==> src/rtl/cell_gen_pkg.sv <==
// Shared types and sizing helpers for the cell stream generator.
// Beat count and partial last-beat width derive from cell and bus widths.
package cell_gen_pkg;

  typedef enum logic {
    IDLE,
    SEND
  } state_e;

  function automatic int f_transfers(
    input int cell_bits,
    input int width
  );
    return cell_bits / width +
           (((cell_bits % width) != 0) ? 1 : 0);
  endfunction

  function automatic int f_last_bits(
    input int cell_bits,
    input int width
  );
    return ((cell_bits % width) == 0) ?
           width : (cell_bits % width);
  endfunction

endpackage

==> src/rtl/cell_gen_pattern.sv <==
// Payload pattern register with last-beat masking and beat parity.
// Parity is built only when CELL_STREAM_GEN_PARITY_EN is defined.
module cell_gen_pattern
  import cell_gen_pkg::*;
#(
  parameter int          DAT_WIDTH = 32,
  parameter int          CELL_BITS = 424,
  parameter logic [31:0] PAY_INIT  = 32'h01020304,
  parameter logic [31:0] PAY_INC   = 32'h01010101
) (
  input  logic                 clk,
  input  logic                 rst,
  input  logic                 load,
  input  logic                 adv,
  input  logic                 clr,
  input  logic                 last,
  output logic [DAT_WIDTH-1:0] dat,
  output logic                 dat_par
);

  localparam int LAST_BITS =
    f_last_bits(CELL_BITS, DAT_WIDTH);

  localparam logic [DAT_WIDTH-1:0] INIT_W =
    DAT_WIDTH'(PAY_INIT);
  localparam logic [DAT_WIDTH-1:0] INC_W =
    DAT_WIDTH'(PAY_INC);
  localparam logic [DAT_WIDTH-1:0] LAST_MASK =
    {DAT_WIDTH{1'b1}} >> (DAT_WIDTH - LAST_BITS);

  logic [DAT_WIDTH-1:0] pat_q, pat_d;
  logic [DAT_WIDTH-1:0] dat_q, dat_d;

  // pat_q tracks the unmasked pattern of the beat on the bus
  always_comb begin
    pat_d = pat_q;
    if (load) begin
      pat_d = INIT_W;
    end else if (adv) begin
      pat_d = pat_q + INC_W;
    end
    dat_d = dat_q;
    if (clr) begin
      dat_d = '0;
    end else if (load || adv) begin
      dat_d = last ? (pat_d & LAST_MASK) : pat_d;
    end
  end

  always_ff @(posedge clk) begin
    if (rst) begin
      pat_q <= INIT_W;
      dat_q <= '0;
    end else begin
      pat_q <= pat_d;
      dat_q <= dat_d;
    end
  end

  assign dat = dat_q;

`ifdef CELL_STREAM_GEN_PARITY_EN
  logic par_q;

  always_ff @(posedge clk) begin
    if (rst) begin
      par_q <= 1'b0;
    end else begin
      par_q <= ^dat_d;
    end
  end

  assign dat_par = par_q;
`else
  assign dat_par = 1'b0;
`endif

endmodule

==> src/rtl/cell_stream_gen.sv <==
// ATM-style cell payload source: run FSM, beat and cell counters.
// Optional beat parity via CELL_STREAM_GEN_PARITY_EN.
module cell_stream_gen
  import cell_gen_pkg::*;
#(
  parameter int          DAT_WIDTH = 32,
  parameter int          CELL_BITS = 424,
  parameter logic [31:0] PAY_INIT  = 32'h01020304,
  parameter logic [31:0] PAY_INC   = 32'h01010101,
  parameter int          CNT_W     = 16
) (
  input  logic                 clk,
  input  logic                 rst,
  input  logic                 start,
  input  logic [CNT_W-1:0]     num_cells,
  input  logic                 abort,
  output logic [DAT_WIDTH-1:0] dat,
  output logic                 dat_valid,
  input  logic                 dat_ready,
  output logic                 sop,
  output logic                 eop,
  output logic                 busy,
  output logic                 done,
  output logic                 dat_par
);

  localparam int TRANSFERS =
    f_transfers(CELL_BITS, DAT_WIDTH);
  localparam int BW =
    (TRANSFERS > 1) ? $clog2(TRANSFERS) : 1;
  localparam logic [BW-1:0] LAST_BEAT =
    BW'(TRANSFERS - 1);
  localparam logic ONE_BEAT = (TRANSFERS == 1);

  state_e           state_q, state_d;
  logic [BW-1:0]    beat_q, beat_d;
  logic [CNT_W-1:0] cell_q, cell_d;
  logic [CNT_W-1:0] ncell_q, ncell_d;
  logic             valid_q, valid_d;
  logic             sop_q, sop_d;
  logic             eop_q, eop_d;
  logic             busy_q, busy_d;
  logic             done_q, done_d;
  logic             load, adv, clr;
  logic             xfer, last_cell;

  assign xfer      = valid_q && dat_ready;
  assign last_cell = (cell_q == ncell_q - CNT_W'(1));

  always_comb begin
    state_d = state_q;
    beat_d  = beat_q;
    cell_d  = cell_q;
    ncell_d = ncell_q;
    valid_d = valid_q;
    sop_d   = sop_q;
    eop_d   = eop_q;
    busy_d  = busy_q;
    done_d  = 1'b0;
    load    = 1'b0;
    adv     = 1'b0;
    clr     = 1'b0;
    if (abort) begin
      state_d = IDLE;
      beat_d  = '0;
      cell_d  = '0;
      valid_d = 1'b0;
      sop_d   = 1'b0;
      eop_d   = 1'b0;
      busy_d  = 1'b0;
      clr     = 1'b1;
    end else begin
      unique case (state_q)
        IDLE: begin
          if (start && num_cells == '0) begin
            done_d = 1'b1;
          end else if (start) begin
            state_d = SEND;
            ncell_d = num_cells;
            beat_d  = '0;
            cell_d  = '0;
            valid_d = 1'b1;
            busy_d  = 1'b1;
            sop_d   = 1'b1;
            eop_d   = ONE_BEAT;
            load    = 1'b1;
          end
        end
        SEND: begin
          if (xfer && eop_q && last_cell) begin
            state_d = IDLE;
            beat_d  = '0;
            cell_d  = '0;
            valid_d = 1'b0;
            sop_d   = 1'b0;
            eop_d   = 1'b0;
            busy_d  = 1'b0;
            done_d  = 1'b1;
            clr     = 1'b1;
          end else if (xfer) begin
            adv = 1'b1;
            if (eop_q) begin
              beat_d = '0;
              cell_d = cell_q + CNT_W'(1);
            end else begin
              beat_d = beat_q + BW'(1);
            end
            sop_d = (beat_d == '0);
            eop_d = (beat_d == LAST_BEAT);
          end
        end
        default: ;
      endcase
    end
  end

  always_ff @(posedge clk) begin
    if (rst) begin
      state_q <= IDLE;
      beat_q  <= '0;
      cell_q  <= '0;
      ncell_q <= '0;
      valid_q <= 1'b0;
      sop_q   <= 1'b0;
      eop_q   <= 1'b0;
      busy_q  <= 1'b0;
      done_q  <= 1'b0;
    end else begin
      state_q <= state_d;
      beat_q  <= beat_d;
      cell_q  <= cell_d;
      ncell_q <= ncell_d;
      valid_q <= valid_d;
      sop_q   <= sop_d;
      eop_q   <= eop_d;
      busy_q  <= busy_d;
      done_q  <= done_d;
    end
  end

  cell_gen_pattern #(
    .DAT_WIDTH (DAT_WIDTH),
    .CELL_BITS (CELL_BITS),
    .PAY_INIT  (PAY_INIT),
    .PAY_INC   (PAY_INC)
  ) u_pattern (
    .clk     (clk),
    .rst     (rst),
    .load    (load),
    .adv     (adv),
    .clr     (clr),
    .last    (eop_d),
    .dat     (dat),
    .dat_par (dat_par)
  );

  assign dat_valid = valid_q;
  assign sop       = sop_q;
  assign eop       = eop_q;
  assign busy      = busy_q;
  assign done      = done_q;

endmodule

==> config.mk <==
export PLATFORM = sky130hd
export DESIGN_NAME = cell_stream_gen
export DESIGN_NICKNAME = d
export VERILOG_FILES = /design/src/rtl/cell_gen_pkg.sv /design/src/rtl/cell_gen_pattern.sv /design/src/rtl/cell_stream_gen.sv
export SDC_FILE = /design/constraint.sdc
export NUM_CORES = 1
export LEC_CHECK = 0
export ABC_AREA = 1
export ABC_CLOCK_PERIOD_IN_PS = 2350
export CAP_MARGIN = 20
export CORE_ASPECT_RATIO = 1.5
export CORE_MARGIN = 8
export CORE_UTILIZATION = 40
export DETAILED_ROUTE_END_ITERATION = 10
export GPL_TIMING_DRIVEN = 0
export PLACE_DENSITY_LB_ADDON = 0.2
export REMOVE_ABC_BUFFERS = 1
export SETUP_SLACK_MARGIN = 0.3
export SLEW_MARGIN = 30
export SYNTH_ARGS = -nofsm -noshare
export SYNTH_HDL_FRONTEND = slang
export SYNTH_HIERARCHICAL = 1
export SYNTH_SLANG_ARGS = --single-unit
==> constraint.sdc <==
create_clock -name clk -period 2.35 [get_ports clk]
set_input_delay 0.3525 -clock clk [delete_from_list [all_inputs] [get_ports clk]]
set_output_delay 0.3525 -clock clk [all_outputs]
set_load 0.02 [all_outputs]
* Word level (Yosys, flattened, before mapping)
Cells that the tools add are included.
Word-level totals: register bits after elaboration 105, input bits 21
Cells by class: add/subtract/negate cells 4, equality and inequality tests 7, mux-type cells 47, bitwise gates (word level) 3, reduce and logical (&&, ||, !) cells 13
Operators with widths (number):
- 2-to-1 mux 32 bit | 3
- 2-to-1 mux 16 bit | 5
- 2-to-1 mux 4 bit | 9
- adder 32 x 25 -> 32 bit, second input constant | 1
- case mux 16 bit (2 select lines) | 1
- 2-to-1 mux 1 bit | 23
- adder 16 x 1 -> 16 bit, second input constant | 1
- == test 16 bit | 1
- zero test 16 bit | 1
- subtractor 16 x 1 -> 16 bit, second input constant | 1
- case mux 1 bit (2 select lines) | 5
- case mux 4 bit (2 select lines) | 1
- AND reduction 4 bit | 2
- != test 3 x 1 -> 1 bit, second input constant | 2
- AND reduction 3 bit | 2
- adder 4 x 1 -> 4 bit, second input constant | 1
- == test 4 bit, second input constant | 1
- logical AND 1 bit | 4
- zero test 4 bit | 1
- != test 2 bit, second input constant | 2
- OR reduction 2 bit | 2
- inverter 1 bit | 3
- != test 2 x 1 -> 1 bit, second input constant | 1
- logical OR 1 bit | 1

* Longest topological paths before layout
depth after elaboration 12, depth in mapped cells 25, mapped depth without buffers 24

* Cells and area by module
Netlist, hierarchy kept.
By module, submodules not included:
- cell_gen_pattern | times used 1, cells each 539, area each 3460.8 um^2
- cell_stream_gen | times used 1, cells each 418, area each 2636.3 um^2

* Worst setup path before layout
OpenSTA, ideal clock, no wires.
path kind register -> register, from register ncell_q[0], to register u_pattern.dat_q[21], in the netlist u_pattern/dat[21], setup time 0.132 ns, arrival 2.439 ns, required time 2.218 ns, slack -0.222 ns, stages on the path, launching flop included 19, period minus slack after synthesis 2.572 ns, cells stage by stage dfxtp_1 inv_1 ha_1 nand2_2 nor2_4 nand2_2 nor2_1 nand2_1 nand2_1 inv_1 nor2_2 nand3_2 buf_6 o21ai_0 nor2_1 inv_1 clkbuf_1 clkbuf_1 a21oi_1
RTL lines:
- start: declaration | RTL line cell_stream_gen.sv:38 | logic [CNT_W-1:0] ncell_q, ncell_d;
- start signal: assignment | RTL line cell_stream_gen.sv:132 | ncell_q <= ncell_d;
- subtractor 16 x 1 -> 16 bit | RTL line cell_stream_gen.sv:48 | assign last_cell = (cell_q == ncell_q - CNT_W'(1));
- == test 16 bit | RTL line cell_stream_gen.sv:48
- logical AND 1 bit | RTL line cell_stream_gen.sv:90 | if (xfer && eop_q && last_cell) begin
- 2-to-1 mux 1 bit | RTL line cell_stream_gen.sv:90
- 2-to-1 mux 1 bit | RTL line cell_stream_gen.sv:73 | unique case (state_q)
- 2-to-1 mux 1 bit | RTL line cell_stream_gen.sv:63 | if (abort) begin
- via clr | RTL line cell_stream_gen.sv:44 | logic load, adv, clr;
- OR reduction 2 bit (no source line)
- end signal: assignment | RTL line cell_gen_pattern.sv:56 | dat_q <= dat_d;
- end: declaration | RTL line cell_gen_pattern.sv:32 | logic [DAT_WIDTH-1:0] dat_q, dat_d;
The timed path passes the listed nets, and every way through them passes these cells. A chain may end at the register's enable or synchronous reset.

* Worst setup path after layout
from register ncell_q[1], to register u_pattern.dat_q[15], in the netlist u_pattern/dat[15]
On the way: cells in the longest elaborated chain, start to end 9
Ends and longest elaborated chain:
- subtractor 16 x 1 -> 16 bit * | RTL line cell_stream_gen.sv:48
- == test 16 bit * | RTL line cell_stream_gen.sv:48
- logical AND 1 bit * | RTL line cell_stream_gen.sv:90
- 2-to-1 mux 1 bit * | RTL line cell_stream_gen.sv:90
- 2-to-1 mux 1 bit * | RTL line cell_stream_gen.sv:73
- 2-to-1 mux 1 bit * | RTL line cell_stream_gen.sv:63
- via adv | RTL line cell_stream_gen.sv:44
- 2-to-1 mux 32 bit | RTL line cell_gen_pattern.sv:39 | end else if (adv) begin
- 2-to-1 mux 32 bit | RTL line cell_gen_pattern.sv:37 | if (load) begin
- 2-to-1 mux 32 bit | RTL line cell_gen_pattern.sv:46 | dat_d = last ? (pat_d & LAST_MASK) : pat_d;
The timed path passes the listed nets; every way through them passes the cells marked *.

==> flow_metrics.py <==
metrics = {
    "outcome": {
        "status": "finished, violations left",
        "violations": "setup timing",
    },
    "global_routing": {
        "grt_pass1_vias": 6462,
        "grt-ovfl-total": 0,
        "grt_use_total_pct": 20.5,
        "grt_max_degree": 28,
        "grt_pass1_wl_mm": 31.5,
        "antenna_found_initial": 0,
    },
    "yosys": {
        "synth_compound_area_share_pct": 10.2,
        "synth_enable_flop_cells": 0,
        "yosys.cell_types.count": 44,
        "synth_ff_type": "dfxtp_1",
        "synth.most_common_cell": "nand2_1",
        "synthAdderAreaFrac_pct": 0.821,
        "synthMuxAreaShare_pct": 0,
        "async_flop_share_pct": 0,
        "synthCells": 957,
        "ys_warn_count": 6,
        "synth_top_area_share_pct": 34.5,
        "synth_simple_gate_area_share_pct": 42.6,
        "synth_area_leader_cell": "dfxtp_1",
        "synth_seq_cells": 105,
        "synth_area_leaders": "dfxtp_1 (34%), nand2_1 (17%), nor2_1 (8.4%)",
        "synth_top_family_by_area": "simple AND/OR/NAND/NOR gates",
        "ys_top_cells_by_count": "nand2_1 (271), nor2_1 (137), dfxtp_1 (105)",
        "seq_area_frac_synth_pct": 34.5,
        "synth_xor_area_share_pct": 2.73,
        "postSynthAreaPerCell_um2": 6.37,
        "synth_area_um2": 6100,
    },
    "die": {
        "core_area_um2": 15000,
        "ios": 59,
        "fp.dieH_um": 167,
        "fp-row-count": 55,
        "initial_core_util_pct": 40.6,
        "die_area_um2": 19500,
        "dieWidth_um": 117,
    },
    "setup_path": {
        "crit_arrival_ps": 2930,
        "critPathLaunch": "ncell_q[1]$_SDFFE_PP0P_",
        "critPathKind": "reg2reg",
        "cp_max_fo": 6,
        "crit_chain": "nor2_4 -> nand2_2 -> nor2_4 -> buf_4 -> nand2_1 -> nand2_1 -> nand2_1 -> nand2_1 -> nor2_2 -> nand3_4 -> nand2_8 -> nor3_4 -> buf_6 -> buf_4 -> nor2_4 -> buf_4 -> nor2_4 -> nand4_1 -> a21oi_1",
        "crit_family": "simple AND/OR/NAND/NOR gates",
        "reg2reg_from": "ncell_q[1]$_SDFFE_PP0P_",
        "crit_required_ps": 2640,
        "cpPeakStageDelay_ps": 340,
        "path_buf_inv": 4,
        "cp-start-kind": "flop",
        "endpoint_kind": "flop",
        "crit_slowest_cell": "dfxtp_2",
        "rrSetupSlack_ps": -290,
    },
    "finish": {
        "area_delta_synth_final_pct": 31.7,
        "final_layout_size_suffix_gt1_share_pct": 18.9,
        "fin_cells": 1246,
        "finalInstanceArea_um2": 8030,
        "diodes": 0,
        "nFillCells": 1539,
        "fin_nets": 1067,
    },
    "sta": {
        "clock_skew_ps": 7.36,
        "fin_crit_sh_pct": 112,
        "fmax_mhz": 379,
        "slew_violations": 0,
        "hold_violations": 0,
        "fin_hold_ws_ps": 304,
        "timing.final.ws_setup_ps": -288,
        "rsz0062_at_grt": "true",
        "relSlewSlack_pct": 24.8,
        "worst_pin_slew_ps": 1120,
        "setup_viol": 51,
        "fin_crit_ps": 2640,
    },
    "detailed_routing": {
        "vias": 6449,
        "wire_per_inst_um": 15.7,
        "drc_errors": 0,
        "avgViaCountPerCell": 5.18,
        "wirelength_mm": 19.5,
        "drt_iter0_markers": 393,
        "firstDrtPassIters": 5,
        "postRouteAntennaNets": 0,
    },
    "placed_design": {
        "finalWeightedCongestion": 0.882,
        "post_dp_cell_area_um2": 6860,
        "dp_hpwl_mm": 13.0,
        "port_buffers": 57,
        "dp.cells": 1188,
    },
    "power": {
        "static-leakage-power_uw": 0.00322,
        "p_per_area_nw_per_um2": 503,
        "finalPower_uw": 4040,
        "ir_worst_vdd_mv": 0.311,
    },
    "clock_tree": {
        "clkSinkCount": 105,
        "cts_buffers": 9,
        "cts_buffer_depth": 2,
        "clockRootBuffer": "clkbuf_16",
        "clk_latency_ps": 360,
        "cts_tree": "done",
        "clk_pin_slew_ps": 70,
        "h-tree-depth": 3,
    },
    "worst_hold_path": {
        "hold_start": "num_cells[4]",
        "hp-class": "in2reg",
    },
    "flow_run": {
        "maxCapViolCount": 0,
    },
}
## worst reg2reg max path, delay by kind of cell, from the launching register on
kind / cells / cell delay [ps]
AND/OR/NAND/NOR: 14 / 1480
buffers and inverters: 4 / 580
flip-flops: 1 / 340
AO/OA/AOI/OAI: 1 / 160
## state kept, by name, summed over array words and instances (netlist names)
name / cells
busy: 1
u_pattern/dat: 32
sop: 1
state_q: 1
eop: 1
ncell_q: 16
done: 1
u_pattern/pat_q: 32
cell_q: 16
beat_q: 4
## per-stage QoR
step           util [%]  worst slack (ps)  TNS, ps
2_1_floorplan         -             -3800  -183000
3_3_place_gp       45.0             -8190  -414660
3_5_place_dp       45.8             -2010  -131630
4_1_cts            51.8              -270    -7770
5_1_grt            53.5              -489   -19470
6_report           53.5              -288    -8300
## layout make-up
type / instances / area (um2) / share of cell area [%]
clock buffers: 11 / 233 / 2.90
clock inverters: 5 / 80.1 / 0.997
well taps: 199 / 249 / 3.10
flip-flops and latches: 105 / 2110 / 26.3
repair buffers: 98 / 1040 / 12.9
inverters: 104 / 437 / 5.44
repair inverters: 4 / 35.0 / 0.436
multi-input cells: 720 / 3840 / 47.9
## placed cells by master (no fill, tap or decap), drive strengths merged, types with 4 or more instances in the layout
master / count
nand2: 284
nor2: 159
dfxtp: 105
inv: 105
nand3: 85
clkdlybuf4s50: 45
a21oi: 44
buf: 42
nand4: 34
o21ai: 30
a211oi: 16
xor2: 13
nand3b: 12
clkbuf: 11
nor3: 11
dlymetal6s2s: 9
xnor2: 6
or2: 4
ha: 4
## report_power, final
part	leakage [uW]	switching, uW	total [uW]	internal, uW
logic	0.00222	350	572	222
registers	0.000853	35.3	1840	1810
clock network	0.000146	694	1630	934
total	0.00322	1080	4040	2960
## repair_timing
| action | in CTS | in global routing |
|---|---|---|
| gates resized for setup | 103 | 60 |
| pin swaps | 34 | 25 |
| setup buffers | 22 | 11 |
| cloned | 9 | 0 |
| hold buffers | 0 | 0 |
| setup endpoints to repair | 102 | 103 |
## layer usage
layer  routed length, um  vias up  global-route usage [%]
li1                    -     3262                       -
met1                7260     3009                    20.4
met2               10700      134                    38.8
met3                 638       44                    3.10
met4                 959        0                    11.5
met5                   0        -                       0
## path summary, 6_finish.rpt
| check | depth (start not counted) | endpoint |
|---|---|---|
| max | 19 | u_pattern/dat[15]$_SDFFE_PP0P_ |
| min | 3 | ncell_q[4]$_SDFFE_PP0P_ |
| max reg2reg | 19 | u_pattern/dat[15]$_SDFFE_PP0P_ |
| min reg2reg | 2 | u_pattern/dat[24]$_SDFFE_PP0P_ |
## logic make-up after synthesis
group,count (synthesis)
AO/OA/AOI/OAI,103
adder cells (fa/ha/maj),4
buffers and inverters,136
flip-flops,105
other,1
AND/OR/NAND/NOR,589
XOR/XNOR,19
(Power assumes the default switching activity.)
